## src/rtl/seq_pkg.sv

```systemverilog
// Shared definitions for the serial sequence transmitter and detector blocks.
// Holds the FSM state encoding and the default preamble.
package seq_pkg;

  typedef enum logic [1:0] {
    ST_IDLE = 2'd0,
    ST_PRE  = 2'd1,
    ST_PAY  = 2'd2,
    ST_GAP  = 2'd3
  } seq_state_e;

  localparam int SEQ_PRE_LEN = 4;
  localparam logic [SEQ_PRE_LEN-1:0] SEQ_PREAMBLE = 4'b1010;

  function automatic int max3(input int a, input int b, input int c);
    int m;
    m = a;
    if (b > m) m = b;
    if (c > m) m = c;
    return m;
  endfunction

endpackage

```

## src/rtl/seq_shift_out.sv

```systemverilog
// Parallel-load, MSB-first shift register.
// The MSB is presented combinationally and the register shifts left on enable.
module seq_shift_out #(
  parameter int W = 8
) (
  input  logic         clk,
  input  logic         rst,
  input  logic         load,
  input  logic         shift,
  input  logic [W-1:0] din,
  output logic         msb
);

  logic [W-1:0] sr;

  always_ff @(posedge clk) begin
    if (rst) begin
      sr <= '0;
    end else if (load) begin
      sr <= din;
    end else if (shift) begin
      sr <= sr << 1;
    end
  end

  assign msb = sr[W-1];

endmodule

```

## src/rtl/sequence_tx.sv

```systemverilog
// Serial frame transmitter: preamble, MSB-first payload, then a zero gap.
// The state always describes the bit currently on data_out.
module sequence_tx
  import seq_pkg::*;
#(
  parameter int                  DATA_W     = 8,
  parameter int                  PRE_LEN    = SEQ_PRE_LEN,
  parameter logic [PRE_LEN-1:0]  PREAMBLE   = SEQ_PREAMBLE,
  parameter int                  GAP_CYCLES = 2
) (
  input  logic              clk,
  input  logic              rst,
  input  logic              load_valid,
  input  logic [DATA_W-1:0] load_data,
  output logic              load_ready,
  input  logic              abort,
  output logic              data_out,
  output logic              busy,
  output logic              frame_done
);

  localparam int CW =
    $clog2(max3(PRE_LEN, DATA_W, GAP_CYCLES)) + 1;

  localparam logic [CW-1:0] PRE_LAST = CW'(PRE_LEN - 1);
  localparam logic [CW-1:0] PAY_LAST = CW'(DATA_W - 1);
  localparam logic [CW-1:0] PAY_PEN  = CW'(DATA_W - 2);
  localparam logic [CW-1:0] GAP_LAST = CW'(GAP_CYCLES - 1);
  localparam bit            HAS_GAP  = (GAP_CYCLES != 0);
  localparam bit            ONE_BIT  = (DATA_W == 1);

  seq_state_e       state;
  logic [CW-1:0]    cnt;
  logic [PRE_LEN-1:0] pre_sr;
  logic             accept;
  logic             sr_shift;
  logic             sr_msb;
  logic             last_pay;

  assign accept   = (state == ST_IDLE) && load_valid && load_ready;
  assign last_pay = (state == ST_PAY) && (cnt == PAY_LAST);
  assign sr_shift = ((state == ST_PRE) && (cnt == PRE_LAST))
                  || (state == ST_PAY);

  seq_shift_out #(
    .W (DATA_W)
  ) u_shift (
    .clk   (clk),
    .rst   (rst),
    .load  (accept),
    .shift (sr_shift),
    .din   (load_data),
    .msb   (sr_msb)
  );

  always_ff @(posedge clk) begin
    if (rst) begin
      state      <= ST_IDLE;
      cnt        <= '0;
      pre_sr     <= '0;
      data_out   <= 1'b0;
      busy       <= 1'b0;
      frame_done <= 1'b0;
      load_ready <= 1'b1;
    end else begin
      frame_done <= 1'b0;
      unique case (state)
        ST_IDLE: begin
          if (accept) begin
            state      <= ST_PRE;
            cnt        <= '0;
            pre_sr     <= PREAMBLE << 1;
            data_out   <= PREAMBLE[PRE_LEN-1];
            busy       <= 1'b1;
            load_ready <= 1'b0;
          end
        end
        ST_PRE, ST_PAY: begin
          // Abort and normal end of payload share the exit path.
          if (abort || last_pay) begin
            state      <= HAS_GAP ? ST_GAP : ST_IDLE;
            cnt        <= '0;
            data_out   <= 1'b0;
            busy       <= HAS_GAP;
            load_ready <= !HAS_GAP;
          end else if (state == ST_PRE) begin
            if (cnt == PRE_LAST) begin
              state      <= ST_PAY;
              cnt        <= '0;
              data_out   <= sr_msb;
              frame_done <= ONE_BIT;
            end else begin
              cnt      <= cnt + 1'b1;
              data_out <= pre_sr[PRE_LEN-1];
              pre_sr   <= pre_sr << 1;
            end
          end else begin
            cnt        <= cnt + 1'b1;
            data_out   <= sr_msb;
            frame_done <= (cnt == PAY_PEN);
          end
        end
        ST_GAP: begin
          if (cnt == GAP_LAST) begin
            state      <= ST_IDLE;
            cnt        <= '0;
            busy       <= 1'b0;
            load_ready <= 1'b1;
          end else begin
            cnt <= cnt + 1'b1;
          end
        end
      endcase
    end
  end

endmodule

```

## config.mk

```make
export PLATFORM = sky130hd
export DESIGN_NAME = sequence_tx
export DESIGN_NICKNAME = d
export VERILOG_FILES = /design/src/rtl/seq_pkg.sv /design/src/rtl/seq_shift_out.sv /design/src/rtl/sequence_tx.sv
export SDC_FILE = /design/constraint.sdc
export NUM_CORES = 1
export LEC_CHECK = 0
export ABC_CLOCK_PERIOD_IN_PS = 2000
export BUFFER_PORTS_ARGS = -buffer_cell sky130_fd_sc_hd__buf_2
export CORE_MARGIN = 8
export CORE_UTILIZATION = 25
export DETAILED_ROUTE_END_ITERATION = 10
export GPL_TIMING_DRIVEN = 0
export SLEW_MARGIN = 20
export SYNTH_ARGS = -nofsm -noshare
export SYNTH_HDL_FRONTEND = slang
export SYNTH_SLANG_ARGS = --single-unit
```

## constraint.sdc

```tcl
create_clock -name clk -period 2 [get_ports clk]
set_input_delay 0.1 -clock clk [delete_from_list [all_inputs] [get_ports clk]]
set_output_delay 0.1 -clock clk [all_outputs]
set_load 0.005 [all_outputs]
```

==> results.toml, run 1 <==
[floorplanning]
coreArea_um2 = 4660
rows = 25
initial_core_util = 0.254
dieArea_um2 = 7200
die_w_um = 84.9
die-height_um = 84.9
io_pins = 16

[route]
route.met2.wl_um = 1230
drc = 0
dr.pass1.iters = 4
wl_met3_um = 87
via_count = 1012
post_drt_wl_per_cell_um = 12.6
detail_route.vias_per_cell = 4.89
ant_nets = 0
wl_um = 2610
top_layer_used = "met4"
wl_met1_um = 1270
drt_iter0_drc = 40

[hold_path]
hp-class = "in -> reg"

[timing]
slew_violations = 0
rsz0062_at_grt = "false"
skew_ns = 0.00339
final-hold-violation-count = 0
period_share = 0.952
worstMarginPinSlew_ns = 0.598
setup-violations-final = 0
fin_crit_ns = 1.90
setup_tns_ns = 0
maxSlewHeadroom = 0.601
holdWs_ns = 0.114
max_freq_mhz = 525

[setup_path]
critPathArrivalTime_ns = 2.08
cp-start-kind = "register"
worst_setup_path_end_kind = "register"
critPathMaxFanout = 6
worstSetupPathType = "reg -> reg"
required_ns = 2.18

[clock_network]
post_cts_buffers = 0
cts_buffer_depth = 2
clkLatencyLatePin_ns = 0.26
cts-buffers-inserted = 3
clk_pin_slew_ns = 0.08
cts_max_level = 1
cts_hold_buf = 0
cts_root_buf = "clkbuf_8"
cts_tree = "built"
cts_resized = 0
cts.sinks = 20

[finish]
antenna_cells = 0
nNetsFinal = 173
area.growth.synth_to_final_pct = 19.3
drive_above_1_share = 0.261

[pwr]
vdd_drop_max_v = 0.000365
p_per_area_nw_per_um2 = 1390
p_leak_nw = 0.521

[synth]
ys_top_cells_by_area = "dfxtp_1 (34%), a311oi_2 (7.6%), ha_1 (7.4%)"
ys_ff_latch = 20
synth_nets = 153
synth_area_per_cell_um2 = 8.85
yosys.area.top_type_share = 0.338
synth_edf_count = 0
postSynthCellCount = 134
seq_area_frac_synth = 0.338
async_flop_share = 0
synth_area_um2 = 1190
post-synth-top-area-cell = "dfxtp_1"
ys.flop_type = "dfxtp_1"
ys_warn_count = 0
ys_types = 48

[grt]
grt_max_degree = 13
grt_pass1_wl_um = 4570
antenna_found_initial = 0
grt.overflow.total = 0
first_global_vias = 984
track_usage = 0.0772

[run_status]
status = "complete, no violations"

[placement]
gp_congestion = 0.810
io_buffers = 15
dp_hpwl_um = 1980

[run]
max-cap-violations = 0
## report_power, final
part           switching [mW]  leakage, nW  internal, mW
Sequential             0.0891        0.165         0.536
Combinational           0.519        0.321         0.416
Clock                   0.145       0.0357         0.267
Total                   0.753        0.521          1.22
## cell families (layout without fill, tap and decap cells)
logic type               after synthesis  in the layout  synth area share
AO/OA/AOI/OAI                         33             33             0.244
flip-flops                            20             20             0.338
buffers and inverters                 14             33            0.0654
XOR/XNOR                               1              1           0.00739
adder cells (fa/ha/maj)                7              7            0.0738
AND/OR/NAND/NOR                       59             59             0.272
## sequential cells by signal, indices dropped and copies added, names as in the netlist
signal / count
frame_done: 1
data_out: 1
busy: 1
u_shift.sr: 8
state: 2
cnt: 4
pre_sr: 2
load_ready: 1
## critical path: stages, from the launching register on
cell     delay, ns
dfxtp_2       0.36
inv_1         0.07
ha_1          0.39
nor2b_1       0.29
a32oi_1       0.22
or4_1         0.43
o31ai_1       0.07
## metrics by stage
step                      power, mW  setup slack (ns)  cell area [µm²]  cells  utilization
after global routing           2.13           0.00471             1420    207        0.304
after global placement         1.54            0.0539             1330    203        0.285
after CTS                      1.96            0.0187             1400    207        0.300
after floorplan                1.35             0.204             1190    134            -
after detailed placement       1.55            0.0353             1330    203        0.285
final                          1.97            0.0960             1420    207        0.304
## cell type report
cell class / count / area, µm²
multi-input cells: 100 / 721
inverters: 8 / 30.0
clock inverters: 1 / 30.0
flip-flops and latches: 20 / 403
well taps: 54 / 67.6
fillers: 495 / 3250
clock buffers: 3 / 41.3
repair buffers: 15 / 75.1
plain buffers: 6 / 47.5
## synthesized netlist by cell type (2+ instances only)
| library cell | number |
|---|---|
| ha_1 | 7 |
| a311oi_2 | 6 |
| o21ai_0 | 4 |
| a21o_1 | 2 |
| nor4b_1 | 2 |
| or4_1 | 2 |
| nor2_2 | 2 |
| nor2b_1 | 3 |
| nand2_1 | 20 |
| nand3_1 | 5 |
| inv_1 | 8 |
| a31oi_1 | 2 |
| a21oi_1 | 6 |
| nor2_1 | 10 |
| nor4_1 | 2 |
| clkbuf_1 | 2 |
| dfxtp_1 | 20 |
## per-layer routing
metal	global-route usage	vias to the layer above
met5	0	-
met4	0.0243	0
met3	0.0232	4
met2	0.125	7
met1	0.0949	478
li1	-	523
## worst paths after layout
check,slack (ns),start,end,cells after the start
min reg2reg,0.47,busy$_SDFFE_PP0P_,busy$_SDFFE_PP0P_,1
max,0.1,state[1]$_SDFFE_PP0P_,cnt[0]$_SDFFE_PP0P_,6
max reg2reg,0.1,state[1]$_SDFFE_PP0P_,cnt[0]$_SDFFE_PP0P_,6
min,0.11,load_data[3],u_shift.sr[3]$_SDFFE_PP0P_,3
## cells in the final DEF (no fill, tap or decap), types with 2 or more instances in the layout
cell / instances
nand2_1: 20
inv_1: 8
buf_2: 16
a311oi_2: 6
nand3_1: 5
nor4b_1: 2
nor2b_1: 3
clkbuf_8: 3
a21o_1: 2
o21ai_0: 3
nor4_1: 2
dfxtp_1: 18
clkbuf_1: 2
nor2_2: 2
a21oi_1: 6
ha_1: 7
a31oi_1: 2
nor2_1: 10
dfxtp_2: 2
Note: power is estimated with default switching activity, not from simulation.
==> run 2: changes to the inputs <==
--- a/config.mk
+++ b/config.mk
@@ -8,7 +8,7 @@
 export ABC_CLOCK_PERIOD_IN_PS = 2000
 export BUFFER_PORTS_ARGS = -buffer_cell sky130_fd_sc_hd__buf_2
 export CORE_MARGIN = 8
-export CORE_UTILIZATION = 25
+export CORE_UTILIZATION = 23
 export DETAILED_ROUTE_END_ITERATION = 10
 export GPL_TIMING_DRIVEN = 0
 export SLEW_MARGIN = 20
==> results.toml, run 2 (same netlist as run 1, synthesis figures left out) <==
[run_status]
status = "complete, no violations"

[pwr]
power_mw = 1.91
vdd_drop_max_v = 0.000633
p_per_area_nw_per_um2 = 1330
p_leak_nw = 0.517

[clock_network]
cts_hold_buf = 0
cts_tree = "built"
cts.sinks = 20
clk_pin_slew_ns = 0.08
post_cts_buffers = 0
cts_max_level = 1
cts_resized = 0
cts_buffer_depth = 2
cts-buffers-inserted = 3
clkLatencyLatePin_ns = 0.26
cts_root_buf = "clkbuf_8"

[grt]
grt_pass1_wl_um = 4400
grt_max_degree = 12
track_usage = 0.0725
antenna_found_initial = 0
grt.overflow.total = 0
first_global_vias = 985

[setup_path]
cp-start-kind = "register"
critPathArrivalTime_ns = 2.00
required_ns = 2.12
worstSetupPathType = "reg -> reg"
worst_setup_path_end_kind = "register"
r2r_setup_slack_ns = 0.12
rr_endpoint = "pre_sr[2]$_SDFFE_PP0P_"
crit_end = "pre_sr[2]$_SDFFE_PP0P_"
crit_start = "state[0]$_SDFFE_PP0P_"
r2r-start = "state[0]$_SDFFE_PP0P_"
critPathMaxFanout = 10
r2r_cells = 7

[floorplanning]
io_pins = 16
coreArea_um2 = 5040
die_w_um = 87.8
initial_core_util = 0.235
dieArea_um2 = 7710
rows = 26
die-height_um = 87.8

[placement]
io_buffers = 15
gp_congestion = 0.795
dp_hpwl_um = 1990
place_ws_ns = 0.0307

[timing]
period_share = 0.941
skew_ns = 0.00342
fin_crit_ns = 1.88
final-hold-violation-count = 0
setup_tns_ns = 0
setup_ws_ns = 0.118
setup-violations-final = 0
rsz0062_at_grt = "false"
holdWs_ns = 0.121
max_freq_mhz = 531
worstMarginPinSlew_ns = 0.602
slew_violations = 0
maxSlewHeadroom = 0.599

[finish]
largest_reg_flops = 8
area.growth.synth_to_final_pct = 20.9
fillCellCount = 551
antenna_cells = 0
final_cell_mix = "nand2_1 (20), dfxtp_1 (18), buf_2 (16), nor2_1 (10), inv_1 (8)"
drive_above_1_share = 0.281
nNetsFinal = 173
final_common_cell = "nand2_1"
top_register = "u_shift.sr"
reg_top3 = "u_shift.sr x8, cnt x4"

[route]
route.met2.wl_um = 1300
detail_route.vias_per_cell = 4.61
ant_nets = 0
wl_met1_um = 1360
top_layer_used = "met4"
drc = 0
via_count = 1029
wl_um = 2750
post_drt_wl_per_cell_um = 12.3
dr.pass1.iters = 4
wl_met3_um = 46
drt_iter0_drc = 70

[run]
max-cap-violations = 0

[hold_path]
hp-class = "in -> reg"
run 2: metal layers:
layer  GRT usage  vias up
met2       0.111       12
met5           0        -
met3      0.0150        4
met4      0.0438        0
met1      0.0909      491
li1            -      522
run 2: worst min path at each step:
| stage | cells after the start | start | endpoint |
|---|---|---|---|
| 2_1_floorplan | 2 | rst | cnt[0]$_SDFFE_PP0P_ |
| 3_3_place_gp | 3 | load_data[4] | u_shift.sr[4]$_SDFFE_PP0P_ |
| 3_5_place_dp | 3 | load_data[5] | u_shift.sr[5]$_SDFFE_PP0P_ |
| 4_1_cts | 3 | load_data[5] | u_shift.sr[5]$_SDFFE_PP0P_ |
| 5_1_grt | 3 | load_data[5] | u_shift.sr[5]$_SDFFE_PP0P_ |
| 6_report | 3 | load_data[5] | u_shift.sr[5]$_SDFFE_PP0P_ |
run 2: power breakdown:
group	leakage [nW]	switching [mW]	internal, mW
combinational	0.324	0.534	0.432
sequential	0.165	0.0906	0.537
clock	0.0288	0.138	0.175
run 2: area by class of cell:
class | count | area [µm²] | share of cell area
Multi-Input combinational cell | 100 | 736 | 0.513
Sequential cell | 20 | 403 | 0.281
Tap cell | 70 | 87.6 | 0.0611
Timing Repair Buffer | 15 | 75.1 | 0.0524
Clock buffer | 4 | 55.1 | 0.0384
Buffer | 6 | 47.5 | 0.0332
Inverter | 8 | 30.0 | 0.0209
run 2: metrics by stage:
| step | area (µm²) | instances | util |
|---|---|---|---|
| after floorplan | 1190 | 134 | - |
| after global routing | 1430 | 223 | 0.284 |
| after detailed placement | 1350 | 219 | 0.267 |
| after global placement | 1350 | 219 | 0.267 |
| final | 1430 | 223 | 0.284 |
| after CTS | 1400 | 223 | 0.278 |
run 2: worst max-delay path, stage by stage, from the launching register on:
cell      delay (ns)
dfxtp_2         0.35
inv_1           0.07
ha_1            0.20
buf_2           0.18
a21boi_2        0.20
or4_4           0.54
o21ai_1         0.13
a21oi_1         0.07
==> run 3: changes to the inputs <==
--- a/config.mk
+++ b/config.mk
@@ -14,4 +14,5 @@
 export SLEW_MARGIN = 20
 export SYNTH_ARGS = -nofsm -noshare
 export SYNTH_HDL_FRONTEND = slang
+export SYNTH_HIERARCHICAL = 1
 export SYNTH_SLANG_ARGS = --single-unit
==> results.toml, run 3 <==
[clock_network]
cts.sinks = 20
post_cts_buffers = 0
cts-buffers-inserted = 3
cts_max_level = 1
cts_resized = 1
cts_tree = "built"
cts_root_buf = "clkbuf_8"
clkLatencyLatePin_ns = 0.26
clk_pin_slew_ns = 0.08
cts_hold_buf = 0
cts_buffer_depth = 2

[synth]
post-synth-top-area-cell = "dfxtp_1"
synth_area_um2 = 1150
synth_xor_area_frac = 0.00760
yosysMostFrequentCell = "dfxtp_1"
ys_top_cells_by_area = "dfxtp_1 (35%), ha_1 (7.6%), mux2i_1 (6.1%)"
ys_warn_count = 6
synth_area_per_cell_um2 = 9.00
synth_edf_count = 0
synthSimpleGateAreaFrac = 0.218
postSynthCellCount = 128
synth_nets = 147
muxShareOfSynthArea = 0.0608
yosys.area.top_type_share = 0.347
async_flop_share = 0
synth_common_cells = "dfxtp_1 (20), inv_1 (11), a211oi_1 (9)"
synth_compound_area_frac = 0.219
ys.flop_type = "dfxtp_1"
synth_top_family_by_area = "compound AO/OA/AOI/OAI gates"
yosys.area_share.adder = 0.0760
seq_area_frac_synth = 0.347
ys_ff_latch = 20
ys_types = 41

[timing]
maxSlewHeadroom = 0.638
holdWs_ns = 0.0787
fin_crit_ns = 1.93
max_freq_mhz = 518
rsz0062_at_grt = "false"
skew_ns = 0.00542
setup_tns_ns = 0
setup_ws_ns = 0.0676
slew_violations = 0
worstMarginPinSlew_ns = 0.542
setup-violations-final = 0
period_share = 0.966
final-hold-violation-count = 0

[placement]
place_ws_ns = 0.0233
dp_hpwl_um = 1980
io_buffers = 15
dpl_cell_area_um2 = 1310
gp_congestion = 0.777

[route]
wl_um = 2620
detail_route.vias_per_cell = 4.57
via_count = 977
ant_nets = 0
drt_iter0_drc = 68
drc = 0
post_drt_wl_per_cell_um = 12.2
dr.pass1.iters = 4

[setup_path]
critPathMaxFanout = 8
critPathArrivalTime_ns = 2.13
cp-start-kind = "register"
required_ns = 2.20
r2r_cells = 6
rr_endpoint = "u_shift/sr[0]$_SDFFE_PP0P_"
worstSetupPathType = "reg -> reg"
r2r_setup_slack_ns = 0.07
crit_end = "u_shift/sr[0]$_SDFFE_PP0P_"
r2r-start = "cnt[0]$_SDFFE_PP0P_"
worst_setup_path_end_kind = "register"
crit_start = "cnt[0]$_SDFFE_PP0P_"

[finish]
final_cell_mix = "dfxtp_1 (19), buf_2 (15), inv_1 (10), a211oi_1 (9)"
nNetsFinal = 167
drive_above_1_share = 0.211
area.growth.synth_to_final_pct = 20.7
antenna_cells = 0
top_register = "u_shift/sr"
reg_top3 = "u_shift/sr x8, cnt x4"
final_common_cell = "dfxtp_1"
largest_reg_flops = 8
fin_area_um2 = 1390

[floorplanning]
coreArea_um2 = 4790
io_pins = 16
rows = 25
initial_core_util = 0.241
die-height_um = 86.8
die_w_um = 86.8
dieArea_um2 = 7530

[grt]
first_global_vias = 990
track_usage = 0.0742
antenna_found_initial = 0
grt_pass1_wl_um = 4530
grt_max_degree = 13
grt.overflow.total = 0

[pwr]
p_leak_nw = 0.525
power_mw = 1.84
p_per_area_nw_per_um2 = 1320
vdd_drop_max_v = 0.000321

[run]
max-cap-violations = 0

[run_status]
status = "complete, no violations"

[hold_path]
hp-class = "in -> reg"
worst_hold_path.num_cells = 3
## run 3: logic make-up (layout without fill, tap and decap cells)
family,after synthesis,in the layout
AO/OA/AOI/OAI,34,34
XOR/XNOR,1,1
adder cells (fa/ha/maj),7,7
buffers and inverters,16,35
flip-flops,20,20
multiplexers,7,7
AND/OR/NAND/NOR,43,43
## run 3: worst min-delay path by stage
stage                 start                         end
2_1_floorplan  load_data[0]  u_shift/sr[0]$_SDFFE_PP0P_
3_3_place_gp   load_data[0]  u_shift/sr[0]$_SDFFE_PP0P_
3_5_place_dp   load_data[0]  u_shift/sr[0]$_SDFFE_PP0P_
4_1_cts        load_data[0]  u_shift/sr[0]$_SDFFE_PP0P_
5_1_grt        load_data[0]  u_shift/sr[0]$_SDFFE_PP0P_
6_report       load_data[0]  u_shift/sr[0]$_SDFFE_PP0P_
## run 3: area by class of cell
| type | instances | area [µm²] |
|---|---|---|
| Sequential cell | 20 | 402 |
| Inverter | 11 | 41.3 |
| Buffer | 5 | 41.3 |
| Clock buffer | 3 | 41.3 |
| Timing Repair Buffer | 15 | 75.1 |
| Clock inverter | 1 | 30.0 |
| Multi-Input combinational cell | 92 | 677 |
| Tap cell | 67 | 83.8 |
| Fill cell | 518 | 3390 |
## run 3: metal layers
metal / up-vias / wire length [µm] / global-route usage
li1: 505 / - / -
met1: 453 / 1290 / 0.0887
met2: 15 / 1140 / 0.114
met3: 4 / 151 / 0.0274
met4: 0 / 31 / 0.0360
met5: - / 0 / 0
## run 3: critical path: stages (launching register included)
cell      delay (ns)
dfxtp_1         0.37
ha_1            0.28
and4bb_2        0.29
or2_2           0.29
buf_6           0.15
or3b_1          0.35
a21oi_1         0.13
## run 3: where the power goes
part | internal, mW | leakage [nW] | total (mW) | switching, mW
registers | 0.519 | 0.164 | 0.599 | 0.0805
logic | 0.369 | 0.325 | 0.836 | 0.467
clock network | 0.267 | 0.0357 | 0.405 | 0.138
total | 1.16 | 0.525 | 1.84 | 0.685
## run 3: through the flow
step                cells   util
CTS                   214  0.290
global route          214  0.291
floorplan             128      -
global placement      210  0.274
detailed placement    210  0.274
finish                214  0.291
